<file path="src/rtl/yari_pkg.sv">
// yari_pkg: shared constants and types for the yari memory-port arbiter.
// Holds the master id encoding used on mem_id / mem_readdataid and the
// arbiter state encoding.
package yari_pkg;

  localparam logic [1:0] MEM_ID_NONE = 2'd0;
  localparam logic [1:0] MEM_ID_I    = 2'd1;
  localparam logic [1:0] MEM_ID_D    = 2'd2;

  typedef enum logic [1:0] {
    IDLE  = 2'd0,
    OWN_I = 2'd1,
    OWN_D = 2'd2
  } arb_state_t;

endpackage

</file>
<file path="src/rtl/yari_outstanding_ctr.sv">
// yari_outstanding_ctr: 4-bit count of accepted-but-unreturned reads for one
// master. full blocks further reads; zero marks a return as stray so the
// count never wraps below 0.
module yari_outstanding_ctr #(
  parameter int MAX_OUTSTANDING = 4
) (
  input  logic clock,
  input  logic rst_n,
  input  logic inc,
  input  logic dec,
  output logic full,
  output logic zero
);

  localparam logic [3:0] MAX_C = 4'(MAX_OUTSTANDING);

  logic [3:0] cnt;
  logic       dec_ok;

  assign dec_ok = dec && (cnt != 4'd0);
  assign full   = (cnt >= MAX_C);
  assign zero   = (cnt == 4'd0);

  // Count accepted reads up and valid returns down; a simultaneous pair cancels.
  always_ff @(posedge clock or negedge rst_n) begin
    if (!rst_n) begin
      cnt <= 4'd0;
    end else if (inc && !dec_ok) begin
      cnt <= cnt + 4'd1;
    end else if (!inc && dec_ok) begin
      cnt <= cnt - 4'd1;
    end
  end

endmodule

</file>
<file path="src/rtl/yari_mem_arbiter.sv">
// yari_mem_arbiter: shares the single pipelined memory port between the fetch
// master (imem) and the load/store master (dmem). Requests are granted
// combinationally; a stalled grant is held in OWN_I/OWN_D until accepted.
// Returned words are routed by mem_readdataid, and each master is limited to
// MAX_OUTSTANDING reads in flight.
// Optional build macro: YARI_ARB_RR_EN -- round-robin tie break using the
// last accepted master (otherwise dmem always wins ties).
module yari_mem_arbiter
  import yari_pkg::*;
#(
  parameter int MAX_OUTSTANDING = 4
) (
  input  logic        clock,
  input  logic        rst_n,
  input  logic [29:0] imem_address,
  input  logic        imem_read,
  output logic        imem_waitrequest,
  output logic [31:0] imem_readdata,
  output logic        imem_readdatavalid,
  input  logic [29:0] dmem_address,
  input  logic        dmem_read,
  input  logic        dmem_write,
  input  logic [31:0] dmem_writedata,
  input  logic [3:0]  dmem_writedatamask,
  output logic        dmem_waitrequest,
  output logic [31:0] dmem_readdata,
  output logic        dmem_readdatavalid,
  input  logic        mem_waitrequest,
  output logic [1:0]  mem_id,
  output logic [29:0] mem_address,
  output logic        mem_read,
  output logic        mem_write,
  output logic [31:0] mem_writedata,
  output logic [3:0]  mem_writedatamask,
  input  logic [31:0] mem_readdata,
  input  logic [1:0]  mem_readdataid,
  output logic        err_stray
);

  arb_state_t state, state_next;
  logic full_i, full_d, zero_i, zero_d;
  logic elig_i, elig_d;
  logic grant_i, grant_d;
  logic acc_i, acc_d;
  logic ret_i, ret_d, ret_bad;

`ifdef YARI_ARB_RR_EN
  logic last_d;  // 1: dmem was the last master accepted, 0: imem
`endif

  assign elig_i = imem_read && !full_i;
  assign elig_d = dmem_write || (dmem_read && !full_d);

  // Pick the granted master; nothing is granted while reset is asserted.
  always_comb begin
    grant_i = 1'b0;
    grant_d = 1'b0;
    if (rst_n) begin
      case (state)
        IDLE: begin
          if (elig_i && elig_d) begin
`ifdef YARI_ARB_RR_EN
            if (last_d) grant_i = 1'b1;
            else        grant_d = 1'b1;
`else
            grant_d = 1'b1;
`endif
          end else if (elig_i) begin
            grant_i = 1'b1;
          end else if (elig_d) begin
            grant_d = 1'b1;
          end
        end
        OWN_I:   grant_i = 1'b1;
        OWN_D:   grant_d = 1'b1;
        default: ;
      endcase
    end
  end

  assign acc_i = grant_i && !mem_waitrequest;
  assign acc_d = grant_d && !mem_waitrequest;

  assign imem_waitrequest = !acc_i;
  assign dmem_waitrequest = !acc_d;

  assign mem_read          = (grant_i && imem_read) || (grant_d && dmem_read);
  assign mem_write         = grant_d && dmem_write;
  assign mem_id            = grant_i ? MEM_ID_I : (grant_d ? MEM_ID_D : MEM_ID_NONE);
  assign mem_address       = grant_i ? imem_address : (grant_d ? dmem_address : 30'd0);
  assign mem_writedata     = dmem_writedata;
  assign mem_writedatamask = grant_d ? dmem_writedatamask : 4'd0;

  // mem_readdataid==0 is the idle encoding of the return bus, not a return.
  assign ret_i   = rst_n && (mem_readdataid == MEM_ID_I);
  assign ret_d   = rst_n && (mem_readdataid == MEM_ID_D);
  assign ret_bad = (mem_readdataid == 2'd3) || (ret_i && zero_i) || (ret_d && zero_d);

  assign imem_readdata      = mem_readdata;
  assign dmem_readdata      = mem_readdata;
  assign imem_readdatavalid = ret_i;
  assign dmem_readdatavalid = ret_d;

  // Next state: a stalled grant from IDLE becomes ownership until accepted.
  always_comb begin
    state_next = state;
    case (state)
      IDLE: begin
        if (grant_i && mem_waitrequest)      state_next = OWN_I;
        else if (grant_d && mem_waitrequest) state_next = OWN_D;
      end
      OWN_I:   if (acc_i) state_next = IDLE;
      OWN_D:   if (acc_d) state_next = IDLE;
      default: state_next = IDLE;
    endcase
  end

  // Register arbiter state and the sticky stray-return flag.
  always_ff @(posedge clock or negedge rst_n) begin
    if (!rst_n) begin
      state     <= IDLE;
      err_stray <= 1'b0;
    end else begin
      state <= state_next;
      if (ret_bad) err_stray <= 1'b1;
    end
  end

`ifdef YARI_ARB_RR_EN
  // Remember which master was accepted last for the round-robin tie break.
  always_ff @(posedge clock or negedge rst_n) begin
    if (!rst_n) begin
      last_d <= 1'b0;
    end else if (acc_i) begin
      last_d <= 1'b0;
    end else if (acc_d) begin
      last_d <= 1'b1;
    end
  end
`endif

  yari_outstanding_ctr #(.MAX_OUTSTANDING(MAX_OUTSTANDING)) u_ctr_i (
    .clock (clock),
    .rst_n (rst_n),
    .inc   (acc_i && imem_read),
    .dec   (ret_i),
    .full  (full_i),
    .zero  (zero_i)
  );

  yari_outstanding_ctr #(.MAX_OUTSTANDING(MAX_OUTSTANDING)) u_ctr_d (
    .clock (clock),
    .rst_n (rst_n),
    .inc   (acc_d && dmem_read),
    .dec   (ret_d),
    .full  (full_d),
    .zero  (zero_d)
  );

endmodule
</file>
<file path="config.mk">
export PLATFORM = sky130hd
export DESIGN_NAME = yari_mem_arbiter
export DESIGN_NICKNAME = d
export VERILOG_FILES = /design/src/rtl/yari_pkg.sv /design/src/rtl/yari_outstanding_ctr.sv /design/src/rtl/yari_mem_arbiter.sv
export SDC_FILE = /design/constraint.sdc
export NUM_CORES = 1
export LEC_CHECK = 0
export CAP_MARGIN = 20
export CORE_AREA = 5 5 103 105
export DETAILED_ROUTE_END_ITERATION = 10
export DIE_AREA = 0 0 108 110
export DONT_BUFFER_PORTS = 1
export HOLD_SLACK_MARGIN = 0.05
export PLACE_DENSITY = 0.38
export SETUP_SLACK_MARGIN = 0.4
export SLEW_MARGIN = 40
export SYNTH_ARGS = -nofsm -noshare
export SYNTH_HDL_FRONTEND = slang
export SYNTH_SLANG_ARGS = --single-unit
</file>
<file path="constraint.sdc">
create_clock -name clock -period 7.97 [get_ports clock]
set_input_delay 1.9925 -clock clock [delete_from_list [all_inputs] [get_ports clock]]
set_output_delay 1.9925 -clock clock [all_outputs]
set_load 0.05 [all_outputs]
</file>
Word-level counts from Yosys, hierarchy flattened
Cells that the tools add are included.
{"block": "totals", "ff_bits": 11, "latchBits": 0, "mem_bits_rw": 0, "rom_bits": 0, "in_bits": 136, "out_inout_bits": 139, "elab_cells": 84, "mem_count": 0}
{"block": "op_classes", "add_sub_neg": 4, "n_mul": 0, "n_div": 0, "magnitude_cmp": 2, "n_eq_ne": 8, "shift": 0, "mux": 23, "n_bitwise": 0, "n_reduce_logical": 43}
{"op": "30-bit 2-to-1 mux", "count": 2}
{"op": "1-bit logical AND", "count": 22}
{"op": "4-bit 2-to-1 mux", "count": 5}
{"op": "2-bit 2-to-1 mux", "count": 6}
{"op": "1-bit logical NOT", "count": 9}
{"op": "4-bit by 1-bit adder with 4-bit output (second input constant)", "count": 2}
{"op": "4-bit by 3-bit >= comparator with 1-bit output (second input constant)", "count": 2}
{"op": "4-bit logical NOT", "count": 2}
{"op": "4-bit nonzero test", "count": 2}
{"op": "4-bit by 1-bit subtractor with 4-bit output (second input constant)", "count": 2}
{"op": "1-bit 2-to-1 mux", "count": 7}
{"op": "2-bit == test (second input constant)", "count": 3}
{"op": "2-bit case mux with 3 select lines", "count": 1}
{"op": "2-bit by 1-bit == test with 1-bit output (second input constant)", "count": 2}
{"op": "1-bit logical OR", "count": 4}
{"op": "2-bit inequality test (second input constant)", "count": 2}
{"op": "1-bit case mux with 2 select lines", "count": 2}
{"op": "2-bit nonzero test", "count": 2}
{"op": "3-bit inequality test (second input constant)", "count": 1}
{"op": "3-bit AND reduction", "count": 1}
{"op": "2-bit logical NOT", "count": 1}

Depth between registers and ports, before layout
{"block": "logic_depth", "word_depth": 15, "depth_mapped": 10, "mapped_depth_nobuf": 9}

Modules after synthesis
Synthesis repeated with hierarchy kept, for this count alone.
{"block": "unflattened", "cells_unflattened": 377, "hier_area_um2": 2672.6}
{"module": "yari_mem_arbiter", "instances": 1, "cells_each": 315, "area_per_inst_um2": 2029.4, "seq_area_each_um2": 75.1}
{"module": "yari_outstanding_ctr", "instances": 2, "cells_each": 31, "area_per_inst_um2": 321.6, "seq_area_each_um2": 100.1}

Least setup slack after synthesis
OpenSTA, ideal clock, no wires.
{"block": "synth_timing", "path_kind": "input to output", "from": "in dmem_read", "to": "out imem_waitrequest", "arrival_ns": 3.640, "required_time_ns": 5.977, "slack_ns": 2.338, "path_stages": 3, "path_buffers": 0, "path_cell_list": "or3b_4 > and3_1 > o21ai_0"}
{"block": "synth_between", "elab_chain_len": 8}
{"element": "start: declaration", "line_no": "yari_mem_arbiter.sv:21", "source": "input logic dmem_read,"}
{"element": "1-bit logical AND", "line_no": "yari_mem_arbiter.sv:52", "source": "assign elig_d = dmem_write || (dmem_read && !full_d);"}
{"element": "1-bit logical OR", "line_no": "yari_mem_arbiter.sv:52"}
{"element": "1-bit logical AND", "line_no": "yari_mem_arbiter.sv:61", "source": "if (elig_i && elig_d) begin"}
{"element": "1-bit 2-to-1 mux", "line_no": "yari_mem_arbiter.sv:61"}
{"element": "1-bit case mux with 2 select lines", "line_no": "yari_mem_arbiter.sv:59", "source": "case (state)"}
{"element": "1-bit 2-to-1 mux", "line_no": "yari_mem_arbiter.sv:58", "source": "if (rst_n) begin"}
{"element": "1-bit logical AND", "line_no": "yari_mem_arbiter.sv:81", "source": "assign acc_i = grant_i && !mem_waitrequest;"}
{"element": "1-bit logical NOT", "line_no": "yari_mem_arbiter.sv:84", "source": "assign imem_waitrequest = !acc_i;"}
{"element": "end: declaration", "line_no": "yari_mem_arbiter.sv:17", "source": "output logic imem_waitrequest,"}
No other way between the ends.

Final worst setup path
{"block": "layout_timing", "from": "in dmem_read", "to": "out mem_address[13]"}
{"block": "layout_between", "elab_chain_len": 9, "word_cells_on_any_way": 13, "classes_between": "mux: 10; reduce/logical: 3"}
{"element": "1-bit logical AND *", "line_no": "yari_mem_arbiter.sv:52"}
{"element": "1-bit logical OR *", "line_no": "yari_mem_arbiter.sv:52"}
{"element": "1-bit 2-to-1 mux", "line_no": "yari_mem_arbiter.sv:70", "source": "end else if (elig_d) begin"}
{"element": "1-bit 2-to-1 mux", "line_no": "yari_mem_arbiter.sv:68", "source": "end else if (elig_i) begin"}
{"element": "1-bit 2-to-1 mux", "line_no": "yari_mem_arbiter.sv:61"}
{"element": "1-bit case mux with 2 select lines", "line_no": "yari_mem_arbiter.sv:59"}
{"element": "1-bit 2-to-1 mux", "line_no": "yari_mem_arbiter.sv:58"}
{"element": "30-bit 2-to-1 mux", "line_no": "yari_mem_arbiter.sv:90", "source": "assign mem_address = grant_i ? imem_address : (grant_d ? dmem_address : 30'd0);"}
{"element": "30-bit 2-to-1 mux *", "line_no": "yari_mem_arbiter.sv:90"}
{"element": "end: declaration", "line_no": "yari_mem_arbiter.sv:30", "source": "output logic [29:0] mem_address,"}
Mark *: on every way between the ends. The rest lies on a longest branch, timed or not.

==> summary by stage <==
Final layout
The share of layout cells above drive strength 1 is 0.115. The multi-input combinational cells in the finished layout cover a total of 903 um^2. The area overhead of the layout relative to synthesis is -27.8%. The final core utilization is 0.148. The finished layout holds 263 standard cells, fillers aside. Registers take 275 um^2. The final layout contains 275 nets. 0 antenna diodes ended up in the layout. The number of filler cells placed in the layout is 1098.

Place
Summed over all nets, the half-perimeter wirelength after detailed placement is 4420 um. The total of buffers placed on input and output ports is 0. The congestion estimate from routability-driven global placement came to 0.689. The count of placed standard cells including taps is 259.

Global routing
For this run the aggregate overflow at the end of global routing stands at 0. The number of antenna violations at the first check in global routing came to 0. The global router's overall resource usage is 0.0758. Entering global routing, the biggest net connects 32 pins. The via count of the first global-routing pass is between 1000 and 1500. The first global-routing pass estimated slightly below 7000 um of wire.

Die
From left edge to right edge, the die measures 108 um. The floorplan step defined a die boundary enclosing about 12000 um^2. The core area is 9550 um^2. The floorplan row count is 36. For this configuration, the core starts out at a cell density of 0.205.

The number of top-level pins is 275. The floorplan step set the die height to between 100 and 150 um.

Logic synthesis
The xor-xnor portion of the synthesized cell area is 0.0179. The synthesized design contains 0 enable-type register cells. For this run, the leading register cell type out of synthesis is sky130_fd_sc_hd__dfrtp_1. Of the post-synthesis cell area, the dominant cell type holds 0.375.

Sorting the synthesized cells by area gives the leading types as sky130_fd_sc_hd__buf_4 (38%), sky130_fd_sc_hd__dfrtp_1 (14%), sky130_fd_sc_hd__a22o_1 (13%), sky130_fd_sc_hd__ha_1 (3.8%), sky130_fd_sc_hd__buf_6 (2.9%). The area share of and/or/nand/nor cells after synthesis is 0.126. The fraction of registers with async set/reset is 1.00. The synthesized design spends more area on one cell type than any other, namely sky130_fd_sc_hd__buf_4.

Ranked by instance count, the synthesized netlist is headed by sky130_fd_sc_hd__buf_4 (98), sky130_fd_sc_hd__a22o_1 (30), sky130_fd_sc_hd__dfrtp_1 (11). Synthesis instantiated 38 different standard cells from the library. Of the total synthesized cell area, the portion taken by full adders, half adders and majority gates is 0.0587. In this run the cell area of the synthesized design comes to 1960 um^2. The synthesized-area fraction occupied by ao, oa, aoi and oai cells is 0.216. The portion of netlist area occupied by mux cells is 0.0217.

The mean area per synthesized cell is about 8.5 um^2. In the synthesized netlist, the number of instances is 231. The number of warnings issued by yosys is 0. The number of register bits inferred by synthesis is 11.

The most common cell in the netlist is sky130_fd_sc_hd__buf_4. Synthesis produced a netlist with a net count of ~380. The share of the Yosys chip area taken by registers is 0.140. The combinational family with the most area after synthesis is buffers and inverters.

Drt
In the routed design, unresolved DRC markers number 0. The number of DRC violations after detailed-routing iteration 0 is 40. The detailed-route via count is 1187. Dividing the detail-routed via count by the number of cells gives between 4 and 5.

The routed wirelength normalized by instance count is 20.0 um. The first-pass detailed-route iteration total is 4. Wires add up to ~5300 um. The final antenna-violating net count is 0.

Timing
The worst clock skew is 0.00293 ns. For the pin with the worst max-slew slack, the measured transition is roughly 0.63 ns. The tightest slew margin relative to the limit is 0.582. The final worst-path cycle share is 0.742.

The number of max-slew violations in the final report came to 0. The final hold slack is 0.545 ns. After routing, the total negative slack on setup checks comes to 0 ns. Setup repair after global routing left no endpoint under its margin.

After layout, the minimum clock period comes to 5.91 ns. The setup-violating endpoint count in the final report is 0. The number of hold-slack violations in the final timing report was 0. The achievable clock frequency is roughly 170 MHz.

Critical path
Data on the critical path arrives at its endpoint at 3.92 ns. In this run the worst path has a maximum fanout of 27. For the worst setup path, the data required time is 5.98 ns.

The worst setup path is of the input port to output pin kind. STA classifies the critical path endpoint as an output pin. The kind of start point of the critical path is an input port.

Clock tree
The clock-pin slew of the registers on the worst-case setup and hold paths is approximately 0.05 ns. The number of buffers inserted for hold repair after clock tree synthesis is 0. Gates resized during post-CTS repair numbered 0.

TritonCTS built the clock tree. CTS placed an instance of sky130_fd_sc_hd__clkbuf_8 at the clock tree root. The total setup buffers inserted after CTS is 0. In this run, CTS created clock tree buffers numbering 3.

The number of sinks on the clock net is 11. Counting along the longest clock path gives a buffer depth of 2. The level count of the clock H-tree is 1. The source-to-sink clock delay at the later pin of the worst-skew pair is 0.24 ns.

Run
Max-cap violations in this run came to 0.

Power and ir drop
The worst-case IR drop observed on VDD is roughly 0.086 mV. The static leakage is between 0.5 and 0.6 nW. After layout, the design draws a total of 0.405 mW. The power per unit of standard cell area is 286 nW/um^2.

Hold path
The path class of the tightest hold or removal check is flip-flop to flip-flop.

Outcome
The flow ran to the end, and the final reports show no timing, DRC or antenna violations.
[report_power, final]
part           internal, mW  switching, mW  total [mW]
Sequential           0.0773         0.0312       0.109
Clock                0.0352         0.0219      0.0572
Combinational        0.0781          0.161       0.239
Total                 0.191          0.214       0.405
[worst paths after layout]
| path | from | endpoint | slack [ns] | depth (start not counted) |
|---|---|---|---|---|
| worst min-delay path | state[1] | state[0] | 0.55 | 1 |
| min in group asynchronous | rst_n | u_ctr_d.cnt[2] | 1.45 | 0 |
| worst max register to register | u_ctr_d.cnt[2] | u_ctr_d.cnt[3] | 4.31 | 10 |
| worst max-delay path | dmem_read | mem_address[13] | 2.06 | 4 |
| worst min register to register | state[1] | state[0] | 0.55 | 1 |
| max in group asynchronous | rst_n | u_ctr_d.cnt[1] | 6.45 | 0 |
[area by class of cell]
class                      count  share of cell area
multi-input combinational    109               0.638
sequential                    11               0.194
tap                          133               0.117
clock buffer                   4              0.0318
inverter                       5              0.0133
timing repair buffer           1             0.00530
[worst max-delay path, cell delays in order]
cell and delay (ns):
sky130_fd_sc_hd__or3b_4 0.40, sky130_fd_sc_hd__a211oi_4 0.50, sky130_fd_sc_hd__buf_4 0.45, sky130_fd_sc_hd__a22o_1 0.55
[stage by stage]
step / area (um^2) / worst slack [ns]
after detailed placement: 1360 / 2.00
after CTS: 1410 / 2.01
after global routing: 1420 / 1.94
after floorplan: 1960 / 2.34
final: 1420 / 2.06
after global placement: 1340 / 2.06
[state kept, by name (all words and copies together) (netlist names)]
name / cells
u_ctr_i.cnt: 4
state: 2
u_ctr_d.cnt: 4
err_stray: 1
[per-layer routing]
metal	GRT usage	routed length (um)
met5	0	0
met3	0.0320	745
met4	0.0280	125
met2	0.135	2580
met1	0.0800	1810
[cell families (layout without fill, tap and decap cells)]
kind of cell,Yosys count,count (layout)
xor+xnor,4,4
compound gates,52,52
simple gates,41,41
buf+inv,111,10
mux,4,4
flops,11,11
fa+ha+maj,8,8
[layout by cell type (no fill, tap or decap), types with 2 or more instances in the layout]
master	synthesis	final
sky130_fd_sc_hd__a2111o_1	2	2
sky130_fd_sc_hd__a21oi_1	6	6
sky130_fd_sc_hd__a22o_1	30	30
sky130_fd_sc_hd__and2_1	6	6
sky130_fd_sc_hd__and3_1	2	2
sky130_fd_sc_hd__clkbuf_8	0	3
sky130_fd_sc_hd__dfrtp_1	11	11
sky130_fd_sc_hd__fa_1	2	2
sky130_fd_sc_hd__ha_1	6	6
sky130_fd_sc_hd__inv_1	5	5
sky130_fd_sc_hd__mux2_2	2	2
sky130_fd_sc_hd__mux2i_1	2	2
sky130_fd_sc_hd__nand2_1	6	6
sky130_fd_sc_hd__nand3_1	4	4
sky130_fd_sc_hd__nand3b_1	2	2
sky130_fd_sc_hd__nor2b_1	2	2
sky130_fd_sc_hd__nor3_1	4	4
sky130_fd_sc_hd__nor4_1	2	2
sky130_fd_sc_hd__o211ai_1	4	4
sky130_fd_sc_hd__o21ai_0	4	3
sky130_fd_sc_hd__or3_1	4	4
sky130_fd_sc_hd__or4_1	2	2
sky130_fd_sc_hd__xnor2_1	4	4
No activity file was read; power rests on OpenSTA's default activity.
